--- config.mk ---
export PLATFORM = sky130hd
export DESIGN_NAME = spi_slave
export DESIGN_NICKNAME = d
export VERILOG_FILES = /design/src/rtl/spi_pkg.sv /design/src/rtl/spi_sync.sv /design/src/rtl/spi_slave.sv
export SDC_FILE = /design/constraint.sdc
export NUM_CORES = 1
export LEC_CHECK = 0
export ABC_CLOCK_PERIOD_IN_PS = 2400
export CAP_MARGIN = 20
export CORE_UTILIZATION = 52
export CTS_CLUSTER_SIZE = 24
export DETAILED_ROUTE_END_ITERATION = 8
export PLACE_DENSITY = 0.87
export SLEW_MARGIN = 40
export SYNTH_ARGS = -nofsm -noshare
export SYNTH_HDL_FRONTEND = slang
export SYNTH_SLANG_ARGS = --single-unit
--- constraint.sdc ---
create_clock -name clk -period 2.4 [get_ports clk]
set_input_delay 0.24 -clock clk [delete_from_list [all_inputs] [get_ports clk]]
set_output_delay 0.24 -clock clk [all_outputs]
set_load 0.02 [all_outputs]
--- src/rtl/spi_pkg.sv ---
// Shared types and constants for the on-chip SPI link (master and slave).
package spi_pkg;

    typedef enum logic {
        IDLE   = 1'b0,
        ACTIVE = 1'b1
    } state_t;

    localparam int SPI_BITS  = 8;
    localparam int SCLK_HALF = 50;
    localparam int CNT_W     = $clog2(SPI_BITS);

endpackage

--- src/rtl/spi_sync.sv ---
// N-stage synchronizer for an asynchronous pin, with registered-previous edge detect.
module spi_sync #(
    parameter int   N       = 2,
    parameter logic RST_VAL = 1'b0
) (
    input  logic clk,
    input  logic reset_n,
    input  logic d,
    output logic q,
    output logic rise,
    output logic fall
);

    logic [N-1:0] r_sync;
    logic         r_prev;

    always_ff @(posedge clk or negedge reset_n) begin
        if (!reset_n) begin
            r_sync <= {N{RST_VAL}};
            r_prev <= RST_VAL;
        end else begin
            r_sync <= {r_sync[N-2:0], d};
            r_prev <= r_sync[N-1];
        end
    end

    assign q    = r_sync[N-1];
    assign rise = r_sync[N-1] & ~r_prev;
    assign fall = ~r_sync[N-1] & r_prev;

endmodule

--- src/rtl/spi_slave.sv ---
// SPI slave endpoint: oversampled pins, all four CPOL/CPHA modes, one-entry TX holding register.
module spi_slave
    import spi_pkg::*;
#(
    parameter int SYNC_STAGES = 2
) (
    input  logic                clk,
    input  logic                reset_n,
    input  logic                cpol,
    input  logic                cpha,
    input  logic                sclk,
    input  logic                mosi,
    input  logic                ss_n,
    output logic                miso,
    input  logic [SPI_BITS-1:0] tx_data,
    input  logic                tx_valid,
    output logic                tx_ready,
    output logic [SPI_BITS-1:0] rx_data,
    output logic                rx_valid,
    output logic                busy,
    output logic                tx_underrun,
    output logic                frame_err,
    output state_t              dbg_state
);

    logic w_sclk_q, w_sclk_rise, w_sclk_fall;
    logic w_mosi_q, w_mosi_unused_rise, w_mosi_unused_fall;
    logic w_ss_q, w_ss_unused_rise, w_ss_unused_fall;

    spi_sync #(.N(SYNC_STAGES), .RST_VAL(1'b0)) u_sync_sclk (
        .clk(clk), .reset_n(reset_n), .d(sclk),
        .q(w_sclk_q), .rise(w_sclk_rise), .fall(w_sclk_fall)
    );
    spi_sync #(.N(SYNC_STAGES), .RST_VAL(1'b0)) u_sync_mosi (
        .clk(clk), .reset_n(reset_n), .d(mosi),
        .q(w_mosi_q), .rise(w_mosi_unused_rise), .fall(w_mosi_unused_fall)
    );
    spi_sync #(.N(SYNC_STAGES), .RST_VAL(1'b1)) u_sync_ss (
        .clk(clk), .reset_n(reset_n), .d(ss_n),
        .q(w_ss_q), .rise(w_ss_unused_rise), .fall(w_ss_unused_fall)
    );

    logic w_sclk_unused;
    assign w_sclk_unused = w_sclk_q;

    state_t              r_state, w_next_state;
    logic                r_cpol, r_cpha;
    logic [CNT_W-1:0]    r_bit_cnt;
    logic [SPI_BITS-1:0] r_rx_shift, r_rx_data, r_tx_shift, r_hold;
    logic                r_hold_full, r_rx_valid, r_tx_underrun, r_frame_err;

    logic w_lead, w_trail, w_run, w_start, w_stop, w_sample, w_wrap, w_shift, w_load, w_write;
    logic [SPI_BITS-1:0] w_rx_next;

    always_ff @(posedge clk or negedge reset_n) begin
        if (!reset_n) r_state <= IDLE;
        else          r_state <= w_next_state;
    end

    always_comb begin
        w_next_state = r_state;
        case (r_state)
            IDLE:    if (!w_ss_q) w_next_state = ACTIVE;
            ACTIVE:  if (w_ss_q)  w_next_state = IDLE;
            default: w_next_state = IDLE;
        endcase
    end

    // An ss_n rise (w_stop) masks any sclk edge detected in the same cycle.
    always_comb begin
        w_lead   = r_cpol ? w_sclk_fall : w_sclk_rise;
        w_trail  = r_cpol ? w_sclk_rise : w_sclk_fall;
        w_start  = (r_state == IDLE) && !w_ss_q;
        w_stop   = (r_state == ACTIVE) && w_ss_q;
        w_run    = (r_state == ACTIVE) && !w_ss_q;
        w_sample = w_run && (r_cpha ? w_trail : w_lead);
        w_wrap   = w_sample && (r_bit_cnt == CNT_W'(SPI_BITS - 1));
        w_shift  = w_run && (r_bit_cnt != '0) && (r_cpha ? w_lead : w_trail);
        w_load   = w_start || w_wrap;
    end

    assign w_rx_next = {r_rx_shift[SPI_BITS-2:0], w_mosi_q};
    assign w_write   = tx_valid && !r_hold_full;

    always_ff @(posedge clk or negedge reset_n) begin
        if (!reset_n) begin
            r_cpol        <= 1'b0;
            r_cpha        <= 1'b0;
            r_bit_cnt     <= '0;
            r_rx_shift    <= '0;
            r_rx_data     <= '0;
            r_tx_shift    <= '0;
            r_hold        <= '0;
            r_hold_full   <= 1'b0;
            r_rx_valid    <= 1'b0;
            r_tx_underrun <= 1'b0;
            r_frame_err   <= 1'b0;
        end else begin
            r_rx_valid    <= 1'b0;
            r_tx_underrun <= 1'b0;
            r_frame_err   <= 1'b0;
            if (w_start) begin
                r_cpol    <= cpol;
                r_cpha    <= cpha;
                r_bit_cnt <= '0;
            end
            if (w_stop) begin
                r_bit_cnt   <= '0;
                r_frame_err <= (r_bit_cnt != '0);
            end else if (w_sample) begin
                r_rx_shift <= w_rx_next;
                r_bit_cnt  <= r_bit_cnt + 1'b1;
                if (w_wrap) begin
                    r_rx_data  <= w_rx_next;
                    r_rx_valid <= 1'b1;
                end
            end
            if (w_stop) begin
                r_tx_shift <= '0;
            end else if (w_load) begin
                r_tx_shift    <= r_hold_full ? r_hold : '0;
                r_tx_underrun <= !r_hold_full;
            end else if (w_shift) begin
                r_tx_shift <= {r_tx_shift[SPI_BITS-2:0], 1'b0};
            end
            // A write can only land while empty, so it never collides with a consuming load.
            if (w_write) begin
                r_hold      <= tx_data;
                r_hold_full <= 1'b1;
            end else if (w_load && r_hold_full) begin
                r_hold_full <= 1'b0;
            end
        end
    end

    assign miso        = (r_state == ACTIVE) ? r_tx_shift[SPI_BITS-1] : 1'b0;
    assign busy        = (r_state == ACTIVE);
    assign tx_ready    = !r_hold_full;
    assign rx_data     = r_rx_data;
    assign rx_valid    = r_rx_valid;
    assign tx_underrun = r_tx_underrun;
    assign frame_err   = r_frame_err;
    assign dbg_state   = r_state;

endmodule

# ---- After elaboration in Yosys (flattened, before gate mapping)
# Cells that the tools add are included.
dict set report totals {
  reg_bits 48
  input_bits 16
  out_inout_bits 15
  word_cells 63
}
dict set report classes {
  add_sub_neg 1
  n_eq_ne 1
  n_mux 21
  bitwise_logic 6
  n_reduce_logical 18
}
# op count
set op_table {}
lappend op_table {{8-bit 2-to-1 mux} 4}
lappend op_table {{1-bit 2-to-1 mux} 14}
lappend op_table {{1-bit logical AND} 9}
lappend op_table {{3-bit 2-to-1 mux} 3}
lappend op_table {{3-bit nonzero test} 3}
lappend op_table {{1-bit inverter} 4}
lappend op_table {{3-bit by 1-bit adder with 3-bit output, second input constant} 1}
lappend op_table {{3-bit == test, second input constant} 1}
lappend op_table {{3-bit AND reduction} 1}
lappend op_table {{1-bit AND} 2}
lappend op_table {{1-bit logical NOT} 2}
lappend op_table {{2-bit AND reduction} 1}
lappend op_table {{2-bit nonzero test} 1}
lappend op_table {{1-bit logical OR} 1}

# ---- Logic depth before layout (Yosys ltp)
dict set report depth {
  word_depth 10
  ltp_mapped 7
  ltp_nobuf 6
}

# ---- Cells and area by module
# Synthesis repeated with hierarchy kept, for this count alone.
dict set report hier_totals {
  cells_unflattened 140
  hier_area_um2 2088.3
}
# mod n_inst cells_per_inst area_per_inst_um2
set modules_own_cells {}
lappend modules_own_cells {spi_slave 1 125 1814.2}
lappend modules_own_cells {{spi_sync at u_sync_mosi ...} 2 5 90.1}
lappend modules_own_cells {{spi_sync at u_sync_ss} 1 5 93.8}

# ---- Worst setup path after synthesis
# OpenSTA, ideal clock, no wires.
dict set report synth_timing {
  kind {register -> register}
  startpoint {reg r_cpol}
  endpoint {reg r_rx_data[0] (netlist: rx_data[0])}
  arrival_time_ns 1.709
  required_time_ns 2.275
  setup_slack_ns 0.566
  stages_incl_launch_ff 7
  path_buffers 1
  cell_sequence {dfrtp_1 xor2_1 mux2i_2 and3b_1 buf_6 nand2_8 mux2_4}
}
dict set report synth_via {
  elab_chain_cells 5
  elab_cells_between_ends 6
}
# element line_no
set synth_lines {}
lappend synth_lines {{from (decl)} spi_slave.sv:47} ;# logic r_cpol, r_cpha;
lappend synth_lines {{from (signal assigned)} spi_slave.sv:103} ;# r_cpol <= cpol;
lappend synth_lines {{1-bit 2-to-1 mux, on equally long branches} {spi_slave.sv:71, spi_slave.sv:72}}
lappend synth_lines {{1-bit 2-to-1 mux *} spi_slave.sv:76} ;# w_sample = w_run && (r_cpha ? w_trail : w_lead);
lappend synth_lines {{1-bit logical AND *} spi_slave.sv:76}
lappend synth_lines {{1-bit logical AND} spi_slave.sv:77} ;# w_wrap = w_sample && (r_bit_cnt == CNT_W'(SPI_BITS - 1));
lappend synth_lines {{3-bit AND reduction (no line) *} -}
lappend synth_lines {{to (signal assigned)} spi_slave.sv:114} ;# r_rx_data <= w_rx_next;
lappend synth_lines {{to (decl)} spi_slave.sv:49} ;# logic [SPI_BITS-1:0] r_rx_shift, r_rx_data, r_tx_shift, r_hold;
# Mark *: on every way between the ends. The rest lies on a longest branch, timed or not.
# A chain may end at the register's enable or synchronous reset.

# ---- Worst setup path after layout
# Ends and elaborated chain as after synthesis.

==> summary.md <==
| Metric | Value |
|---|---|
| Status | complete, no violations |
| Hpwl dp | between 2 and 2.5 mm |
| # setup viols final | 0 |
| Hold Vio Cnt, Final | 0 |
| Most frequent cells in the layout | 46 x dfrtp_1, 29 x clkdlybuf4s50_1, 10 x mux2_2, 8 x mux2i_1, 8 x mux2_4 |
| Synth unique cells | 31 |
| Crit share post-route | a little over four fifths |
| Mux share of post-synthesis cell area | between 20% and 30% |
| CORE AREA | 3661 µm² |
| Final setup skew | about 0.0062 ns |
| Post-synth ARST share | 100.0% |
| Maxcap violations | 0 |
| Die height | 63.76 µm |
| Fmax | ~490 MHz |
| Worst-case reg-to-reg path depth | 6 |
| First-pass GRT wire length | 5.575 mm |
| Compound-cell area share of the yosys netlist | 6.183% |
| Overall Global Routing Usage | a little under a fifth |
| Seq cells post-synth | 48 |
| Vias | 1105 |
| Ys Warns | 0 |
| Worst setup EP type | flop |
| Power per cell area | slightly above 700 nW/µm² |
| Final #Nets | around 190 |
| Overall power | 1.759 mW |
| Worst-path clk slew | around 0.080 ns |
| Tmin final | approximately 2 ns |
| Routed len/inst | between 15 and 20 µm |
| Crit path cell chain | xor2_1 -> mux2i_2 -> and3b_1 -> buf_4 -> nand2_8 -> mux2_4 |
| Clock root buffer | clkbuf_8 |
| LEAKAGE | 1.113 nW |
| Clk_lat worst skew | around 0.29 ns |
| Post-CTS sizing | 0 |
| Critical Path AT | 2.21 ns |
| Via/cell ratio | ~5.2 |
| Share of post-route cells with drive strength above 1 | roughly 20% |
| Area Growth Syn to Fin | 22.46% |
| Largest family of logic cells by synthesized area | multiplexers |
| Setup crit start kind | flop |
| Max-slew violations | 0 |
| H-tree levels | 2 |
| Worst min-delay path category | primary input to flop |
| Ant diodes | 0 |
| Clock tree buffer depth | 2 |
| Post-Synth Adder-Cell Area | 3.785% |
| CTS tree | done |
| Chip width | between 60 and 70 µm |
| Flop pwr share | roughly 58% |
| Post-synthesis simple-gate area fraction | under 10% |
| Num ports | 31 |
| Detail Route Antenna Nets | 0 |
| Post-synth EDFFs | 0 |
| Hold path depth | 1 |
| Post-Syn Nets | 150 |
| Setup_tns | 0 ns |
| Initial DRT Pass Iterations | 4 |
| Slew headroom | 61.60% |
| CP Class | flop to flop |
| Slowest CP cell | dfrtp_1 |
| Switch Pwr | about 0.44 mW |
| Sw frac | between 20% and 30% |
| Seq/Total Area, Yosys | just over 60% |
| Largest net degree at the start of global routing | 49 |
| Initial antenna violation count | 0 |
| Total number of cells along the worst setup path | 6 |
| Clock Sinks | between 40 and 50 |
| Worst-Margin Slew | ~0.58 ns |
| Gpl congestion | 0.7826 |
| WP data required | 2.58 ns |
| Slowest stage delay, CP | about 0.4 ns |
| Die ar. | between 4000 and 5000 µm² |
| CP Max Fanout | 10 |
| Starting density of the core | 54.17% |
| Synth Area in XOR/XNOR | less than 1% |
| Total CTS buffers | 5 |
| Proportion of power drawn by the clock network | 27.0% |
| Unrepaired setup endpoints after global routing | no |
| Total Wirelength | between 3 and 4 mm |
| Vias in the first global route | approximately 1200 |
| Worst VDD drop | 0.5991 mV |
| Post-detailed-route DRC marker count | 0 |
| FP Rows | 22 |
| Critical path buffer and inverter count | 1 |
| Leading cell type in the layout, fill and taps excluded | dfrtp_1 |
| DR iter-0 viols | 37 |
| Int Power | 1.320 mW |
| Comb pwr share | between 15 and 20% |
| Port Buffers | 30 |
| Syn_area_per_cell | ~15 µm² |
| Total grt overflow | 0 |
| Post-synth top flop | dfrtp_1 |
| Synthesized instance count | about 130 |
| Cell area after synthesis | around 2000 µm² |
| Delay-heaviest family, CP | multiplexers |
==> per-layer routing <==
metal / GRT usage [%] / part of all wire [%]
met1: 23.88 / 45
met5: 0 / 0
met3: 3.393 / 2.7
met2: 29.26 / 50
met4: 9.943 / 1.7
==> synthesized netlist by cell type, types with 2 or more instances <==
| master | n | area [µm²] |
|---|---|---|
| mux2i_1 | 8 | 80.08 |
| dfrtp_1 | 46 | 1151 |
| ha_1 | 6 | 75.07 |
| mux2_2 | 10 | 112.6 |
| a32o_1 | 2 | 20.02 |
| o2bb2ai_1 | 7 | 61.31 |
| mux2_4 | 8 | 120.1 |
| and2_1 | 2 | 12.51 |
| dfstp_2 | 2 | 52.55 |
| mux2_1 | 7 | 78.83 |
| nand3b_1 | 2 | 15.01 |
| nand2b_1 | 4 | 25.02 |
| inv_1 | 6 | 22.52 |
==> final timing paths <==
check / from / to / slack (ns)
worst max register to register: r_cpol / rx_data[0] / 0.37
worst max-delay path: r_cpol / rx_data[0] / 0.37
min in group asynchronous: reset_n / rx_data[6] / 0.49
max in group asynchronous: reset_n / u_sync_ss.r_sync[0] / 1.52
worst min register to register: u_sync_sclk.r_sync[0] / u_sync_sclk.r_sync[1] / 0.36
worst min-delay path: ss_n / u_sync_ss.r_sync[0] / 0.35
==> power by group through the flow <==
stage | registers [mW] | clock network [mW] | logic (mW)
2_1_floorplan | 1.01 | 0 | 0.177
3_3_place_gp | 1.02 | 0 | 0.251
3_5_place_dp | 1.03 | 0 | 0.269
4_1_cts | 1.02 | 0.484 | 0.272
5_1_grt | 1.03 | 0.516 | 0.295
6_report | 1.02 | 0.474 | 0.266
==> layout make-up <==
cell class,count,area (µm²)
clock buffer,8,90.09
fill,255,1232
inverter,6,22.52
multi-input combinational,70,729.5
sequential,48,1204
tap,48,60.06
timing repair buffer,33,322.8
==> logic make-up after synthesis <==
| logic type | Yosys count |
|---|---|
| buf+inv | 10 |
| xor+xnor | 1 |
| flops | 48 |
| simple gates | 16 |
| fa+ha+maj | 6 |
| mux | 34 |
| compound gates | 13 |
==> repair_timing <==
action / CTS / global route
hold endpoints to repair: 46 / 0
buffers inserted: 0 / 0
hold buffers: 1 / 0
==> metrics by stage <==
stage / util (%) / worst slack, ns / std cells / cell area (µm²) / hold slack (ns)
finish: 66.34 / 0.3667 / 213 / 2429 / 0.3539
CTS: 66.34 / 0.3415 / 213 / 2429 / 0.3463
detailed placement: 63.60 / 0.3523 / 204 / 2328 / 0.2767
floorplan: - / 0.5661 / 128 / 1983 / -0.05559
global route: 66.34 / 0.2756 / 213 / 2429 / 0.3498
global placement: 63.53 / 0.4606 / 204 / 2326 / 0.3380
==> sequential cells by signal (all words and copies together), names as in the netlist <==
| register | cells |
|---|---|
| tx_underrun | 1 |
| r_cpol | 1 |
| u_sync_sclk.r_sync | 2 |
| r_tx_shift | 8 |
| frame_err | 1 |
| r_hold_full | 1 |
| u_sync_sclk.r_prev | 1 |
| r_rx_shift | 7 |
| busy | 1 |
| rx_valid | 1 |
| u_sync_ss.r_sync | 2 |
| rx_data | 8 |
| r_bit_cnt | 3 |
| u_sync_mosi.r_sync | 2 |
| r_cpha | 1 |
| r_hold | 8 |
Note: power is estimated with default switching activity, not from simulation.
